--- src/rtl/mips_mc_pkg.sv ---
// Shared definitions for the multicycle MIPS controller: FSM state encoding,
// opcode/funct constants and the datapath select/ALU control codes.
package mips_mc_pkg;

  typedef enum logic [3:0] {
    FETCH, DECODE, MEMADR, MEMRD, MEMWB, MEMWR, RTEXE, ALUWB,
    ADDIEX, SLTIEX, LUIEX, IMMWB, BEQ, BLEZ, JUMP, TRAP
  } state_t;

  // Opcodes (instr[31:26])
  localparam logic [5:0] OP_RTYPE = 6'b000000;
  localparam logic [5:0] OP_LW    = 6'b100011;
  localparam logic [5:0] OP_SW    = 6'b101011;
  localparam logic [5:0] OP_BEQ   = 6'b000100;
  localparam logic [5:0] OP_ADDI  = 6'b001000;
  localparam logic [5:0] OP_J     = 6'b000010;
  localparam logic [5:0] OP_SLTI  = 6'b001010;
  localparam logic [5:0] OP_LUI   = 6'b001111;
  localparam logic [5:0] OP_BLEZ  = 6'b000110;

  // R-type funct codes (instr[5:0])
  localparam logic [5:0] F_ADD = 6'b100000;
  localparam logic [5:0] F_SUB = 6'b100010;
  localparam logic [5:0] F_AND = 6'b100100;
  localparam logic [5:0] F_OR  = 6'b100101;
  localparam logic [5:0] F_SLT = 6'b101010;
  localparam logic [5:0] F_SLL = 6'b000000;

  // ALU control
  localparam logic [3:0] ALU_ADD = 4'b0010;
  localparam logic [3:0] ALU_SUB = 4'b1010;
  localparam logic [3:0] ALU_AND = 4'b0000;
  localparam logic [3:0] ALU_OR  = 4'b0001;
  localparam logic [3:0] ALU_SLT = 4'b1011;
  localparam logic [3:0] ALU_SLL = 4'b0100;

  // ALU B operand select
  localparam logic [2:0] SRCB_REGB  = 3'd0;
  localparam logic [2:0] SRCB_FOUR  = 3'd1;
  localparam logic [2:0] SRCB_IMM   = 3'd2;
  localparam logic [2:0] SRCB_IMMSH = 3'd3;
  localparam logic [2:0] SRCB_UPPER = 3'd4;

  // PC source select
  localparam logic [1:0] PC_ALU    = 2'd0;
  localparam logic [1:0] PC_ALUOUT = 2'd1;
  localparam logic [1:0] PC_JUMP   = 2'd2;

endpackage

--- src/rtl/mc_aludec.sv ---
// R-type ALU decoder.
//   funct       : instr[5:0]
//   alucontrol  : ALU operation for the supported R-type functs
//   funct_valid : 1 when funct is one of ADD/SUB/AND/OR/SLT/SLL
module mc_aludec
  import mips_mc_pkg::*;
(
  input  logic [5:0] funct,
  output logic [3:0] alucontrol,
  output logic       funct_valid
);

  always_comb begin
    alucontrol  = ALU_AND;
    funct_valid = 1'b1;
    case (funct)
      F_ADD:   alucontrol = ALU_ADD;
      F_SUB:   alucontrol = ALU_SUB;
      F_AND:   alucontrol = ALU_AND;
      F_OR:    alucontrol = ALU_OR;
      F_SLT:   alucontrol = ALU_SLT;
      F_SLL:   alucontrol = ALU_SLL;
      default: funct_valid = 1'b0;
    endcase
  end

endmodule

--- src/rtl/mips_mc_controller.sv ---
// Multicycle MIPS sequencing controller (Moore FSM).
//   clk, reset (async, active-low)
//   op, funct           : fields from the instruction register
//   zero, ltez          : ALU flags used by BEQ / BLEZ
//   mem_ready           : shared memory completes the access this cycle
//   mem_req/iord/memwrite/irwrite/pcen/pcsrc : memory and PC control
//   alusrca/alusrcb/alucontrol               : ALU operand and op select
//   regdst/memtoreg/regwrite                 : register writeback control
//   illegal             : controller parked in TRAP
//   instret             : retired-instruction counter (wraps)
module mips_mc_controller
  import mips_mc_pkg::*;
#(
  parameter int CNT_W = 32
) (
  input  logic             clk,
  input  logic             reset,
  input  logic [5:0]       op,
  input  logic [5:0]       funct,
  input  logic             zero,
  input  logic             ltez,
  input  logic             mem_ready,
  output logic             mem_req,
  output logic             iord,
  output logic             memwrite,
  output logic             irwrite,
  output logic             pcen,
  output logic [1:0]       pcsrc,
  output logic             alusrca,
  output logic [2:0]       alusrcb,
  output logic [3:0]       alucontrol,
  output logic             regdst,
  output logic             memtoreg,
  output logic             regwrite,
  output logic             illegal,
  output logic [CNT_W-1:0] instret
);

  state_t     state, next;
  logic [3:0] rt_alucontrol;
  logic       funct_valid;
  logic       mem_req_c, memwrite_c, irwrite_c, pcen_c, regwrite_c;

  mc_aludec u_aludec (
    .funct       (funct),
    .alucontrol  (rt_alucontrol),
    .funct_valid (funct_valid)
  );

  always_ff @(posedge clk or negedge reset) begin
    if (!reset) state <= FETCH;
    else        state <= next;
  end

  // An instruction retires on every transition back into FETCH.
  always_ff @(posedge clk or negedge reset) begin
    if (!reset)                              instret <= '0;
    else if (state != FETCH && next == FETCH) instret <= instret + CNT_W'(1);
  end

  always_comb begin
    next       = state;
    mem_req_c  = 1'b0;
    iord       = 1'b0;
    memwrite_c = 1'b0;
    irwrite_c  = 1'b0;
    pcen_c     = 1'b0;
    pcsrc      = PC_ALU;
    alusrca    = 1'b0;
    alusrcb    = SRCB_REGB;
    alucontrol = ALU_AND;
    regdst     = 1'b0;
    memtoreg   = 1'b0;
    regwrite_c = 1'b0;
    illegal    = 1'b0;
    case (state)
      FETCH: begin
        mem_req_c  = 1'b1;
        alusrcb    = SRCB_FOUR;
        alucontrol = ALU_ADD;
        if (mem_ready) begin
          irwrite_c = 1'b1;
          pcen_c    = 1'b1;
          next      = DECODE;
        end
      end
      DECODE: begin
        // Branch target PC+4+(imm<<2) is computed here and lands in ALUOut.
        alusrcb    = SRCB_IMMSH;
        alucontrol = ALU_ADD;
        case (op)
          OP_LW, OP_SW: next = MEMADR;
          OP_RTYPE:     next = funct_valid ? RTEXE : TRAP;
          OP_BEQ:       next = BEQ;
          OP_ADDI:      next = ADDIEX;
          OP_J:         next = JUMP;
          OP_SLTI:      next = SLTIEX;
          OP_LUI:       next = LUIEX;
          OP_BLEZ:      next = BLEZ;
          default:      next = TRAP;
        endcase
      end
      MEMADR: begin
        alusrca    = 1'b1;
        alusrcb    = SRCB_IMM;
        alucontrol = ALU_ADD;
        next       = (op == OP_SW) ? MEMWR : MEMRD;
      end
      MEMRD: begin
        mem_req_c = 1'b1;
        iord      = 1'b1;
        if (mem_ready) next = MEMWB;
      end
      MEMWB: begin
        memtoreg   = 1'b1;
        regwrite_c = 1'b1;
        next       = FETCH;
      end
      MEMWR: begin
        // memwrite stays high across wait cycles; commit happens on mem_ready.
        mem_req_c  = 1'b1;
        iord       = 1'b1;
        memwrite_c = 1'b1;
        if (mem_ready) next = FETCH;
      end
      RTEXE: begin
        alusrca    = 1'b1;
        alucontrol = rt_alucontrol;
        next       = ALUWB;
      end
      ALUWB: begin
        regdst     = 1'b1;
        regwrite_c = 1'b1;
        next       = FETCH;
      end
      ADDIEX: begin
        alusrca    = 1'b1;
        alusrcb    = SRCB_IMM;
        alucontrol = ALU_ADD;
        next       = IMMWB;
      end
      SLTIEX: begin
        alusrca    = 1'b1;
        alusrcb    = SRCB_IMM;
        alucontrol = ALU_SLT;
        next       = IMMWB;
      end
      LUIEX: begin
        // rs is $0 for LUI, so A + upperimm yields the upper immediate.
        alusrca    = 1'b1;
        alusrcb    = SRCB_UPPER;
        alucontrol = ALU_ADD;
        next       = IMMWB;
      end
      IMMWB: begin
        regwrite_c = 1'b1;
        next       = FETCH;
      end
      BEQ: begin
        alusrca    = 1'b1;
        alucontrol = ALU_SUB;
        pcsrc      = PC_ALUOUT;
        pcen_c     = zero;
        next       = FETCH;
      end
      BLEZ: begin
        alusrca    = 1'b1;
        alucontrol = ALU_SUB;
        pcsrc      = PC_ALUOUT;
        pcen_c     = ltez;
        next       = FETCH;
      end
      JUMP: begin
        pcsrc  = PC_JUMP;
        pcen_c = 1'b1;
        next   = FETCH;
      end
      TRAP: begin
        illegal = 1'b1;
      end
      default: next = FETCH;
    endcase
  end

  // Reset is asynchronous, so strobes must be masked combinationally while it is held.
  assign mem_req  = mem_req_c  & reset;
  assign memwrite = memwrite_c & reset;
  assign irwrite  = irwrite_c  & reset;
  assign pcen     = pcen_c     & reset;
  assign regwrite = regwrite_c & reset;

endmodule

--- config.mk ---
export PLATFORM = sky130hd
export DESIGN_NAME = mips_mc_controller
export DESIGN_NICKNAME = d
export VERILOG_FILES = /design/src/rtl/mips_mc_pkg.sv /design/src/rtl/mc_aludec.sv /design/src/rtl/mips_mc_controller.sv
export SDC_FILE = /design/constraint.sdc
export NUM_CORES = 1
export LEC_CHECK = 0
export ABC_AREA = 1
export BUFFER_PORTS_ARGS = -buffer_cell sky130_fd_sc_hd__buf_2
export CAP_MARGIN = 20
export CORE_UTILIZATION = 50
export DETAILED_ROUTE_END_ITERATION = 7
export HOLD_SLACK_MARGIN = 0.1
export PLACE_DENSITY = 0.77
export SLEW_MARGIN = 25
export SYNTH_ARGS = -nofsm -noshare
export SYNTH_HDL_FRONTEND = slang
export SYNTH_SLANG_ARGS = --single-unit
--- constraint.sdc ---
create_clock -name clk -period 1.7 [get_ports clk]
set_clock_uncertainty 0.2 [all_clocks]
set_input_delay 0.34 -clock clk [delete_from_list [all_inputs] [get_ports clk]]
set_output_delay 0.34 -clock clk [all_outputs]
set_load 0.01 [all_outputs]
Yosys cells after proc, flatten, opt, wreduce, memory -nomap -nowiden:

Cells that the tools add are included.
Widths: inputs -> output; s select.

* bits in registers: 36
* word-level logic and storage cells: 76

* add/subtract/negate cells: 1
* equal/unequal tests: 28
* muxes and demuxes: 23
* bitwise logic cells: 5
* reduce and logical (&&, ||, !) cells: 17

Operators with widths (number)
* $pmux 4 s8: 2
* $eq 6x6->1 const B: 7
* $add 32x1->32 const B: 1
* $eq 4x4->1 const B: 8
* $pmux 4 s5: 1
* $eq 6x4->1 const B: 3
* $eq 4x3->1 const B: 4
* $mux 4: 4
* $pmux 4 s4: 1
* $eq 6x3->1 const B: 2
* $logic_not 6->1: 2
* $pmux 3 s4: 1
* $reduce_or 3->1: 4
* $reduce_or 6->1: 2
* $mux 1: 11
* $eq 4x2->1 const B: 2
* $logic_not 4->1: 2
* $reduce_or 7->1: 1
* $eq 6x2->1 const B: 1
* $reduce_or 2->1: 3
* $and 1x1->1: 5
* $reduce_or 5->1: 1
* $eq 4x1->1 const B: 1
* $pmux 1 s4: 1
* 4 further kinds: 4

Logic depth before layout (Yosys ltp):

Gate-level depths: netlist of the first run.

* depth in word-level cells: 8
* depth in mapped cells: 14

Modules after synthesis:

From an unflattened synthesis of the first run, not the netlist that was laid out.

* cells, all modules: 448
* area total of the unflattened synthesis: 2850.2 sq um

Modules (own cells, without submodules)
* mips_mc_controller: instances 1, cells each 425, area an instance 2740.1 sq um
* mc_aludec: instances 1, cells each 23, area an instance 110.1 sq um

Least setup slack after synthesis of the first run:

Ideal clock, no wire load.

* kind: register to register
* start point: reg state[3]
* end point: reg instret[10]
* library setup time: 121 ps
* arrival: 1529 ps
* data required time: 1379 ps
* slack: -150 ps
* stages on the path, launching flop included: 12
* path buffers: 1
* cell sequence: dfrtp_1 nand2_1 inv_2 nand2_1 nand3_2 nor2_2 nand3_2 nor2_2 nand3_2 buf_4 o21bai_1 nand2_1

* cells in the longest elaborated chain, start to end: 5

RTL lines
* start: declaration: RTL line mips_mc_controller.sv:39 `state_t state, next;`
* start signal: assignment: RTL line mips_mc_controller.sv:52 `else state <= next;`
* $eq 4x4->1 / $eq 4x3->1 (equally long branches): RTL line mips_mc_controller.sv:76 `case (state)`
* $reduce_or 6->1 (no source line) / $reduce_or 3->1 (equally long branches)
* $pmux 4 s8 *: RTL line mips_mc_controller.sv:76
* net next[1]: RTL line mips_mc_controller.sv:39
* $logic_not 4->1 *: RTL line mips_mc_controller.sv:58 `else if (state != FETCH && next == FETCH) instret <= instret + CNT_W'(1);`
* $logic_and 1x1->1 *: RTL line mips_mc_controller.sv:58
* end signal: assignment: RTL line mips_mc_controller.sv:58
* end: declaration: RTL line mips_mc_controller.sv:36 `output logic [CNT_W-1:0] instret`

The timed path passes the listed nets; every way through them passes the cells marked *.
A chain may end at the register's enable or synchronous reset.

Worst setup path after layout of the first run:

* start point: reg state[2]
* end point: reg instret[18]

* cells in the longest elaborated chain, start to end: 5

RTL lines (RTL line)
* $eq 4x4->1 / $eq 4x3->1 (equally long branches): mips_mc_controller.sv:76
* $reduce_or 6->1 (no source line) / $reduce_or 3->1 (equally long branches)
* $pmux 4 s8: mips_mc_controller.sv:76
* $logic_not 4->1: mips_mc_controller.sv:58
* $logic_and 1x1->1 *: mips_mc_controller.sv:58

Mark *: on every way between the ends. The rest lies on a longest branch, timed or not.

==> summary.md, run 1 <==
| Metric | Value |
|---|---|
| TritonCTS Buffers | `5` |
| Status | `finished, violations left` |
| Layout cell share with drive strength beyond 1 | `~43%` |
| Switching power total | `around 4.7 mW` |
| Total clock sinks | `36` |
| Combinational share of power | `78.3%` |
| Net Sw Frac | `50.2%` |
| Share of the clock period used by the worst path after layout | `149%` |
| Vias/cell | `6.20` |
| Number of nets in the finished design | `659` |
| Std cell rows | `28` |
| Die footprint | `between 0.006 and 0.007 sq mm` |
| Number of distinct standard cells referenced by the synthesized netlist | `31` |
| Worst EP required | `between 1.5 and 2 ns` |
| Worst r2r dst | `instret[18]$_DFFE_PN0P_` |
| Kind of start point of the critical path | `flip-flop` |
| Flop and latch count out of synthesis | `36` |
| RSZ-0062 raised after global routing | `yes` |
| Max Clock Freq | `0.394 GHz` |
| Setup WS post-layout | `-0.840 ns` |
| Iteration-0 DRC count of the detailed router | `roughly 650` |
| Sequence of cells on the critical path | `inv_4 > nor2_4 > inv_2 > nor2_4 > nand2_2 > nand4_1 > nor2_4 > buf_6 > nand3_4 > buf_12 > o21bai_4 > nand2_1` |
| Port-buffer cells | `67` |
| Relative slew slack | `around 66%` |
| Max stage delay on crit path | `roughly 0.50 ns` |
| Cell repeated most along the worst path | `nor2_4` |
| Clock power frac | `between 6 and 7%` |
| Fraction of registers with async set or reset after synthesis | `100%` |
| Area growth, synth to finish | `62.8%` |
| LEAKAGE | `between 2 and 3 nW` |
| Global route total overflow | `0` |
| Nets in the synthesized netlist | `481` |
| Worst Hold Path Cells | `4` |
| Endpoint kind of the worst setup timing path | `flip-flop` |
| Tightest Pin Transition | `0.507 ns` |
| Largest vdd supply drop | `1.26 mV` |
| Start point of the worst min-delay path | `mem_ready` |
| Wire length per cell | `21.3 um` |
| Reg-to-reg slack, setup | `-0.84 ns` |
| Number of enable-type register cells in the synthesized netlist | `0` |
| TritonCTS clock tree | `built` |
| Number of primary I/O pins | `68` |
| Fraction of synthesized cell area taken by the top area cell type | `29.5%` |
| Area contributors post-synth | `dfrtp_1 (30%), nand2_1 (14%), nand3_1 (9.2%), nor2_1 (8.0%), inv_1 (7.8%)` |
| Clock Tree Root | `clkbuf_8` |
| Worst endpoint data arrival time | `2.47 ns` |
| Post-route minimum period | `roughly 2.5 ns` |
| Final Hold Violating Endpoints | `0` |
| Internal power | `4.71 mW` |
| GP Congestion | `roughly 0.95` |
| Power per cell area | `1910 mW/mm^2` |
| Violated checks | `setup timing` |
| Die Span Y | `80.1 um` |
| Sequential share of power | `between 10% and 20%` |
| Area of the core | `0.00589 sq mm` |
| Post-placement setup slack | `-0.398 ns` |
| Startpoint of the most critical register-to-register path | `state[2]$_DFF_PN0_` |
| Netlist Area Pre-Place | `0.00305 sq mm` |
| Seq/Total Area, Yosys | `29.5%` |
| Via count of the first global-routing pass | `3673` |
| Worst reg-to-reg path cell count | `12` |
| Mean area per synthesized cell | `6.59 sq um` |
| Drt total wl | `15300 um` |
| Antenna viol nets, final | `0` |
| All-layer global routing usage | `34.1%` |
| Die outline width | `80.1 um` |
| Yosys synthesis warning count | `0` |
| Initial Util | `51.8%` |
| First-pass GRT wire length | `16800 um` |
| Count of fill cells added during filler insertion | `325` |
| DRC violations left | `0` |
| Terminating pin of the worst hold path | `state[0]$_DFF_PN0_` |
| Antenna violations before repair | `1` |
| Pins over their slew limit | `0` |
| Slowest cell on crit path | `dfrtp_2` |
| CTS max path bufs | `2` |
| Final HPWL from detailed placement | `about 7300 um` |
| Maximum level of the CTS H-tree | `2` |
| HP Class | `in2reg` |
| CP Class | `reg2reg` |
| Most used DFF post-synth | `dfrtp_1` |
| Gate count of the mapped netlist | `approximately 460` |
| Most common cell in the netlist | `nand2_1` |
| Min Hold Slack | `0.367 ns` |
| Crit path max fanout | `8` |
| Worst skew pair latency | `0.30 ns` |
| Maximum number of pins on one net before global-route repair | `37` |
| Number of endpoints failing setup at the final stage | `53` |
| Cell taking the most area after synthesis | `dfrtp_1` |
| Most frequent cells after synthesis | `nand2_1 (113), nor2_1 (65), inv_1 (63)` |
| TritonRoute pass-1 iters | `5` |
| Max-cap check violation count | `0` |
| Clk slew on worst S/H paths | `0.08 ns` |
| Vias after detailed routing | `4451` |
[through the flow]
step	instance area (sq um)	total power [mW]	utilization, %	std cells	setup TNS, ns
2_1_floorplan	3090	4.12	-	463	-2.63
3_3_place_gp	4200	6.04	71.4	686	-8.66
3_5_place_dp	4200	6.17	71.4	686	-13.18
4_1_cts	4450	7.12	75.6	703	-15.50
5_1_grt	4960	9.83	84.4	718	-28.79
6_report	4960	9.46	84.4	718	-27.63
[flip-flops by register name (all words and copies together) (netlist names)]
| register | flops |
|---|---|
| instret | 32 |
| state | 4 |
[logic make-up after synthesis]
| group | synth area share (%) |
|---|---|
| fa+ha+maj | 0.410 |
| xor+xnor | 7.47 |
| compound gates | 9.68 |
| simple gates | 41.0 |
| buf+inv | 11.9 |
| flops | 29.5 |
[power by group through the flow]
stage               clock network, mW  registers, mW  logic (mW)
CTS                             0.638           1.33        5.15
finish                          0.648           1.40        7.41
floorplan                           0           1.43        2.69
global route                    0.675           1.41        7.74
detailed placement                  0           1.34        4.83
global placement                    0           1.33        4.71
[what timing repair did]
item | 4_1_cts | 5_1_grt
hold buffers | 1 | 0
buffers inserted | 10 | 12
cloned | 0 | 3
resized for setup | 31 | 87
endpoints found under the setup margin | 51 | 53
endpoints found under the hold margin | 36 | 0
pin swaps | 8 | 20
[layout by cell type (no fill, tap or decap), types with 9 or more instances in the layout]
cell type,Yosys,final
nor2_1,65,44
nor2_2,3,10
buf_4,2,83
buf_6,6,28
nand3_2,7,11
dfrtp_1,36,33
inv_2,4,9
nor3_1,19,17
buf_2,1,60
inv_1,63,51
o21bai_1,31,28
xor2_1,26,26
nand2_2,4,9
nand3_1,56,49
buf_12,0,9
nand2_1,113,103
nor2_4,1,15
[how the worst max path moves through the flow]
| stage | endpoint | startpoint |
|---|---|---|
| finish | instret[18]$_DFFE_PN0P_ | state[2]$_DFF_PN0_ |
| global route | instret[15]$_DFFE_PN0P_ | state[1]$_DFF_PN0_ |
| CTS | pcen | state[0]$_DFF_PN0_ |
| detailed placement | instret[2]$_DFFE_PN0P_ | op[5] |
| global placement | instret[24]$_DFFE_PN0P_ | op[5] |
| floorplan | instret[10]$_DFFE_PN0P_ | state[1]$_DFF_PN0_ |
[routing by layer]
metal | GRT usage [%] | up-vias | wire [um]
met4 | 13.2 | 2 | 1420
met3 | 5.57 | 162 | 2000
li1 | - | 1835 | -
met2 | 60.7 | 425 | 6790
met5 | 0 | - | 48
met1 | 40.9 | 2027 | 5010
[area by class of cell]
type / instances / area [sq um] / area share (%)
Multi-Input combinational cell: 347 / 2100 / 42.3
Timing Repair Buffer: 184 / 1500 / 30.3
Clock buffer: 5 / 68.8 / 1.39
Sequential cell: 36 / 905 / 18.2
Inverter: 67 / 274 / 5.52
Clock inverter: 3 / 18.8 / 0.378
Antenna cell: 1 / 2.50 / 0.0504
Tap cell: 75 / 93.8 / 1.89
[critical path, delay by kind of cell (launching register included)]
kind                   cells  cell delay [ns]
flip-flops                 1             0.50
AND/OR/NAND/NOR            7             0.91
buffers and inverters      4             0.55
AO/OA/AOI/OAI              1             0.21
(Power assumes the default switching activity.)
==> inputs of run 2 (changes only) <==
--- a/config.mk
+++ b/config.mk
@@ -8,6 +8,7 @@
 export ABC_AREA = 1
 export BUFFER_PORTS_ARGS = -buffer_cell sky130_fd_sc_hd__buf_2
 export CAP_MARGIN = 20
+export CORE_MARGIN = 1.5
 export CORE_UTILIZATION = 50
 export DETAILED_ROUTE_END_ITERATION = 7
 export HOLD_SLACK_MARGIN = 0.1
==> run 2 against run 1 <==
- the flow still finishes with violations (setup timing)
- utilization decreased by 1.8 points
- clock power about the same
- sequential power about the same
- critical endpoint is now pcen
- largest power group unchanged
- highest routed layer is now met4
==> summary.md, run 2 (synthesis results as in run 1) <==
| Metric | Value |
|---|---|
| Max stage delay on crit path | `0.48 ns (-0.02 ns)` |
| Initial Util | `51.5% (-0.31 points)` |
| Maximum number of pins on one net before global-route repair | `37 (unchanged)` |
| Wire length per cell | `19.9 um (-6.6%)` |
| Total clock sinks | `36 (unchanged)` |
| Internal power | `4.34 mW (-7.9%)` |
| Final Hold Violating Endpoints | `0 (unchanged)` |
| Die outline width | `81.1 um (+1.2%)` |
| Drt total wl | `14200 um (-7.4%)` |
| Delay-heaviest family, CP | `flip-flops` |
| Global route total overflow | `0 (unchanged)` |
| CP Buf/Inv Count | `4 (unchanged)` |
| LEAKAGE | `2.56 nW (-1.1%)` |
| Share of the clock period used by the worst path after layout | `137% (-12 points)` |
| Number of primary I/O pins | `68 (unchanged)` |
| RSZ-0062 raised after global routing | `yes` |
| Clock Tree Root | `clkbuf_8` |
| Crit path max fanout | `4 (-4)` |
| TritonCTS clock tree | `built` |
| CP Class | `reg2out` |
| First-pass GRT wire length | `17000 um (+1.2%)` |
| Combinational share of power | `76.7% (-1.6 points)` |
| Kind of start point of the critical path | `flip-flop` |
| Layout cell share with drive strength beyond 1 | `41.9% (-0.61 points)` |
| Post-placement setup slack | `-0.383 ns (+0.0151 ns)` |
| Switching power total | `4.37 mW (-8.1%)` |
| CTS max path bufs | `2 (unchanged)` |
| Relative slew slack | `67.1% (+0.85 points)` |
| Vias/cell | `6.01 (-3.0%)` |
| Pins over their slew limit | `0 (unchanged)` |
| Endpoint kind of the worst setup timing path | `output port` |
| Antenna violations before repair | `0 (-1)` |
| Status | `finished, violations left` |
| Commonest cells after routing, fill and taps aside | `nand2_1 (106), buf_4 (79), buf_2 (57)` |
| Setup WS post-layout | `-0.630 ns (+0.210 ns)` |
| HP Class | `in2reg` |
| Most common cell after layout, fill and taps aside | `nand2_1` |
| Max Clock Freq | `0.429 GHz (+9.0%)` |
| Number of flip-flops in the largest register | `32 (unchanged)` |
| Maximum level of the CTS H-tree | `2 (unchanged)` |
| Post-detailed-placement cell area | `0.00417 sq mm (-0.77%)` |
| Die Span Y | `81.1 um (+1.2%)` |
| Largest registers | `instret: 32 flops, state: 4 flops` |
| Vias after detailed routing | `4281 (-3.8%)` |
| All-layer global routing usage | `33.7% (-0.39 points)` |
| Tightest Pin Transition | `0.494 ns (-0.0128 ns)` |
| Area growth, synth to finish | `60.2%` |
| Number of nets in the finished design | `654 (-0.76%)` |
| Die footprint | `0.00658 sq mm (+2.5%)` |
| Via count of the first global-routing pass | `3697 (+0.65%)` |
| Sequence of cells on the critical path | `buf_6 > nand2_4 > inv_2 > buf_4 > nand2_1 > o22ai_1 > a311oi_1 > nor2_1 > buf_2` |
| # diodes | `0 (-1)` |
| Final HPWL from detailed placement | `7450 um (+1.9%)` |
| Antenna viol nets, final | `0 (unchanged)` |
| Area of the core | `0.00592 sq mm (+0.60%)` |
| Number of endpoints failing setup at the final stage | `52 (-1.9%)` |
| Iteration-0 DRC count of the detailed router | `691 (+7.0%)` |
| TritonCTS Buffers | `5 (unchanged)` |
| Min Hold Slack | `0.292 ns (-0.0756 ns)` |
| Std cell rows | `28 (unchanged)` |
| Final core utilization | `82.5% (-1.8 points)` |
| Worst endpoint data arrival time | `1.79 ns (-0.68 ns)` |
| Sequential share of power | `15.9% (+1.1 points)` |
| Register with the highest flop count | `instret` |
| DRC violations left | `0 (unchanged)` |
| Max-cap check violation count | `0 (unchanged)` |
| GP Congestion | `0.992 (+4.9%)` |
| Power per cell area | `1780 mW/mm^2 (-6.5%)` |
| Worst skew pair latency | `0.31 ns (about the same)` |
| Slowest cell on crit path | `dfrtp_2` |
| TritonRoute pass-1 iters | `6 (+1)` |
| Post-route minimum period | `2.33 ns (-0.210 ns)` |
| Clk slew on worst S/H paths | `0.09 ns (about the same)` |
| Clock power frac | `7.4% (+0.6 points)` |
| Worst EP required | `1.16 ns (-0.47 ns)` |
| Port-buffer cells | `67 (unchanged)` |
| Largest vdd supply drop | `1.37 mV (+8.1%)` |
| Net Sw Frac | `50.1% (-0.060 points)` |
| Fin Setup TNS | `-23.20 ns (+4.42 ns)` |
| Finished Cell Area | `0.00489 sq mm (-1.6%)` |
| Violated checks | `setup timing` |
run 2: changes by cell type in the layout (fill, tap and decap cells not counted), sizes merged:
cell | previous run | this run
buf | 180 | 177
clkbuf | 8 | 6
diode | 1 | 0
run 2: worst reg2reg max path: stages, from the launching register on:
cell      delay (ns)
dfrtp_2         0.46
buf_6           0.15
nand2_8         0.08
inv_4           0.05
nand2_2         0.10
nand3_2         0.12
nor2_2          0.14
nand3_2         0.13
nor2_4          0.14
nand3_4         0.11
buf_12          0.18
o21bai_1        0.19
nand2_1         0.09
run 2: what timing repair did:
| item | in CTS | in global routing |
|---|---|---|
| gates resized for setup | 50 | 72 |
| hold buffers | 1 | 0 |
| cloned | 0 | 1 |
| endpoints found under the setup margin | 52 | 52 |
| pin swaps | 8 | 17 |
| hold endpoints to repair | 36 | 0 |
| buffers inserted | 8 | 13 |
run 2: cell type report:
class,count,area (sq um)
multi-input combinational,347,2090
timing repair buffer,179,1450
clock inverter,3,18.8
tap,75,93.8
sequential,36,906
inverter,67,264
clock buffer,5,68.8
fill,339,1030
run 2: per-stage QoR:
step                std cells  power (mW)
global route              712        9.07
finish                    712        8.71
detailed placement        685        6.05
CTS                       702        7.13
floorplan                 463        4.12
global placement          685        5.90
run 2: final timing paths:
check	end	start	slack (ns)	cells after the start
worst max register to register	instret[15]$_DFFE_PN0P_	state[0]$_DFF_PN0_	-0.55	12
max in group asynchronous	state[1]$_DFF_PN0_	reset	0.39	3
worst min register to register	instret[1]$_DFFE_PN0P_	instret[1]$_DFFE_PN0P_	0.43	3
worst max-delay path	pcen	state[2]$_DFF_PN0_	-0.63	9
min in group asynchronous	instret[12]$_DFFE_PN0P_	reset	0.53	3
worst min-delay path	state[0]$_DFF_PN0_	mem_ready	0.29	4
run 2: power by group through the flow:
stage,logic [mW],registers [mW],clock network (mW)
6_report,6.68,1.38,0.645
2_1_floorplan,2.69,1.43,0
3_3_place_gp,4.59,1.32,0
4_1_cts,5.17,1.33,0.638
5_1_grt,7.01,1.39,0.668
3_5_place_dp,4.72,1.33,0
run 2: routing by layer:
metal  wire length (um)  global-route usage (%)  vias to the layer above
li1                   -                       -                     1810
met1               4930                    40.9                     1965
met2               6650                    59.8                      386
met3               1640                    4.72                      120
met4                921                    13.6                        0
met5                  0                       0                        -
==> inputs of run 3 (changes only) <==
--- a/config.mk
+++ b/config.mk
@@ -9,10 +9,10 @@
 export BUFFER_PORTS_ARGS = -buffer_cell sky130_fd_sc_hd__buf_2
 export CAP_MARGIN = 20
 export CORE_MARGIN = 1.5
-export CORE_UTILIZATION = 50
+export CORE_UTILIZATION = 55
 export DETAILED_ROUTE_END_ITERATION = 7
 export HOLD_SLACK_MARGIN = 0.1
-export PLACE_DENSITY = 0.77
+export PLACE_DENSITY = 0.81
 export SLEW_MARGIN = 25
 export SYNTH_ARGS = -nofsm -noshare
 export SYNTH_HDL_FRONTEND = slang
==> constraint.sdc (replaced) <==
create_clock -name clk -period 3 [get_ports clk]
set_clock_uncertainty 0.2 [all_clocks]
set_input_delay 0.6 -clock clk [delete_from_list [all_inputs] [get_ports clk]]
set_output_delay 0.6 -clock clk [all_outputs]
set_load 0.01 [all_outputs]
==> run 3 against run 2 <==
- power decreased by 65%
- sequential power decreased by 43%
- die area decreased by 8.8%
- the flow now finishes without violations
- utilization decreased by 16 points
- highest routed layer unchanged
==> summary.md, run 3 (synthesis results as in run 1) <==
| Metric | Value |
|---|---|
| Status | `complete, no violations` |
| CP Buf/Inv Count | `3 (-1)` |
| Kind of start point of the critical path | `flip-flop` |
| Commonest cells after routing, fill and taps aside | `nand2_1 (113), buf_2 (67), nor2_1 (65)` |
| Placed Instances | `592 (-14%)` |
| Pins over their slew limit | `0 (unchanged)` |
| Clk slew on worst S/H paths | `0.08 ns (about the same)` |
| Die Span Y | `77.5 um (-4.5%)` |
| LEAKAGE | `1.93 nW (-25%)` |
| Startpoint of the most critical register-to-register path | `state[1]$_DFF_PN0_` |
| Final HPWL from detailed placement | `5910 um (-21%)` |
| TritonRoute pass-1 iters | `5 (-1)` |
| Area of the core | `0.00524 sq mm (-12%)` |
| Largest vdd supply drop | `0.773 mV (-43%)` |
| Worst skew pair latency | `0.29 ns (-0.02 ns)` |
| Post-CTS sizing | `0 (-100%)` |
| GP Congestion | `0.921 (-7.1%)` |
| Cell repeated most along the worst path | `nor2_1` |
| TritonCTS Buffers | `5 (unchanged)` |
| All-layer global routing usage | `27.4% (-6.3 points)` |
| Slowest cell on crit path | `dfrtp_1` |
| Final Hold Violating Endpoints | `0 (unchanged)` |
| Antenna violations before repair | `0 (unchanged)` |
| Worst EP required | `2.20 ns (+1.04 ns)` |
| Timing endpoint of the critical path | `pcen` |
| Drt total wl | `7940 um (-44%)` |
| Number of nets in the finished design | `547 (-16%)` |
| Maximum number of pins on one net before global-route repair | `37 (unchanged)` |
| First-pass GRT wire length | `13300 um (-22%)` |
| Share of the clock period used by the worst path after layout | `89.5%` |
| Wire length per cell | `13.2 um (-33%)` |
| Worst r2r dst | `instret[9]$_DFFE_PN0P_` |
| Max-cap check violation count | `0 (unchanged)` |
| Non-filler instance count after layout | `600 (-16%)` |
| RSZ-0062 raised after global routing | `no` |
| Worst reg-to-reg path cell count | `11 (-1)` |
| Number of flip-flops in the largest register | `32 (unchanged)` |
| CP Launch Point | `state[3]$_DFF_PN0_` |
| Port-buffer cells | `67 (unchanged)` |
| Number of primary I/O pins | `68 (unchanged)` |
| Total clock sinks | `36 (unchanged)` |
| Power per cell area | `872 mW/mm^2 (-51%)` |
| Stages on worst setup path | `8 (-1)` |
| Relative slew slack | `59.6% (-7.4 points)` |
| Endpoint kind of the worst setup timing path | `output port` |
| Worst endpoint data arrival time | `1.88 ns (+0.09 ns)` |
| Global route total overflow | `0 (unchanged)` |
| Vias after detailed routing | `3217 (-25%)` |
| Tightest Pin Transition | `0.605 ns (+0.111 ns)` |
| Vias/cell | `5.36 (-11%)` |
| Hold-fix buffers, CTS | `0 (-1)` |
| TritonCTS clock tree | `built` |
| Iteration-0 DRC count of the detailed router | `214 (-69%)` |
| Delay-heaviest family, CP | `simple AND/OR/NAND/NOR gates` |
| Layout cell share with drive strength beyond 1 | `19.1% (-23 points)` |
| Std cell rows | `26 (-7.1%)` |
| Sequence of cells on the critical path | `nor2_1 > inv_2 > nor2_1 > inv_1 > o22ai_1 > a311oi_1 > nor2_1 > buf_2` |
| Fin Setup TNS | `0 ns (+23.20 ns)` |
| Crit path max fanout | `7 (+3)` |
| DRC violations left | `0 (unchanged)` |
| HP Class | `in2async` |
| CTS max path bufs | `2 (unchanged)` |
| Area growth, synth to finish | `15.1%` |
| Clock Tree Root | `clkbuf_8` |
| Number of endpoints failing setup at the final stage | `0 (-100%)` |
| Largest registers | `instret: 32 flops, state: 4 flops` |
| Antenna viol nets, final | `0 (unchanged)` |
| Via count of the first global-routing pass | `2923 (-21%)` |
| Number of post-CTS setup repair buffers | `0 (-8)` |
| Max stage delay on crit path | `0.44 ns (-0.04 ns)` |
| # diodes | `0 (unchanged)` |
| Die outline width | `77.5 um (-4.5%)` |
| Maximum level of the CTS H-tree | `2 (unchanged)` |
| Max Clock Freq | `roughly 0.37 GHz` |
| CP Class | `reg2out` |
| Post-route minimum period | `2.68 ns` |
| Die footprint | `0.00600 sq mm (-8.8%)` |
| Most common cell after layout, fill and taps aside | `nand2_1` |
| Reg-to-reg slack, setup | `0.61 ns (+1.16 ns)` |
| Register with the highest flop count | `instret` |
| Initial Util | `58.2% (+6.7 points)` |
[run 3: cell types whose count changed in the layout (fill, tap and decap cells not counted), sizes merged]
cell / delta
bufinv: +1
clkbuf: -1
clkinv: -2
dlygate4sd3: -1
buf: -105
clkinvlp: +1
[run 3: worst register-to-register path, stage by stage (launching register included)]
cell	delay, ns
dfrtp_1	0.48
inv_1	0.09
nand2_1	0.15
nor2_1	0.09
nand2_1	0.10
nand4_1	0.08
nor2_1	0.21
nand2_2	0.11
nor2_4	0.38
buf_4	0.26
nand3_1	0.09
nand2_1	0.10
[run 3: cell type report]
type / instances / area, sq um
sequential: 36 / 901
clock buffer: 5 / 68.8
fill: 477 / 1730
multi-input combinational: 347 / 1790
tap: 70 / 87.6
clock inverter: 3 / 42.5
timing repair buffer: 72 / 373
inverter: 67 / 251
[run 3: worst min path at each step]
stage	startpoint	endpoint	slack, ns	cells after the start
floorplan	reset	instret[0]$_DFFE_PN0P_	0.10	0
global placement	instret[31]$_DFFE_PN0P_	instret[31]$_DFFE_PN0P_	0.42	4
detailed placement	instret[31]$_DFFE_PN0P_	instret[31]$_DFFE_PN0P_	0.42	4
CTS	reset	instret[15]$_DFFE_PN0P_	0.20	2
global route	reset	instret[12]$_DFFE_PN0P_	0.22	2
finish	reset	instret[15]$_DFFE_PN0P_	0.17	2
[run 3: metal layers]
metal	global-route usage, %	vias up	part of all wire [%]
met5	0	-	0
met3	4.35	8	6.7
li1	-	1602	-
met2	45.4	122	46
met4	8.55	0	1.0
met1	36.7	1485	46
[run 3: power by group]
part | internal [mW] | switching, mW
sequential | 0.619 | 0.174
clock | 0.246 | 0.193
combinational | 0.568 | 1.26
total | 1.43 | 1.63
[run 3: per-stage QoR]
stage | total power [mW] | hold WS (ns) | instance area, sq um | setup slack [ns] | utilization (%)
6_report | 3.06 | 0.171 | 3510 | 0.316 | 67.0
5_1_grt | 3.30 | 0.224 | 3510 | 0.121 | 67.0
4_1_cts | 3.05 | 0.204 | 3510 | 0.344 | 67.0
3_5_place_dp | 2.62 | 0.425 | 3400 | 0.414 | 64.9
3_3_place_gp | 2.56 | 0.423 | 3400 | 0.527 | 64.9
2_1_floorplan | 2.26 | 0.104 | 3050 | 0.861 | -
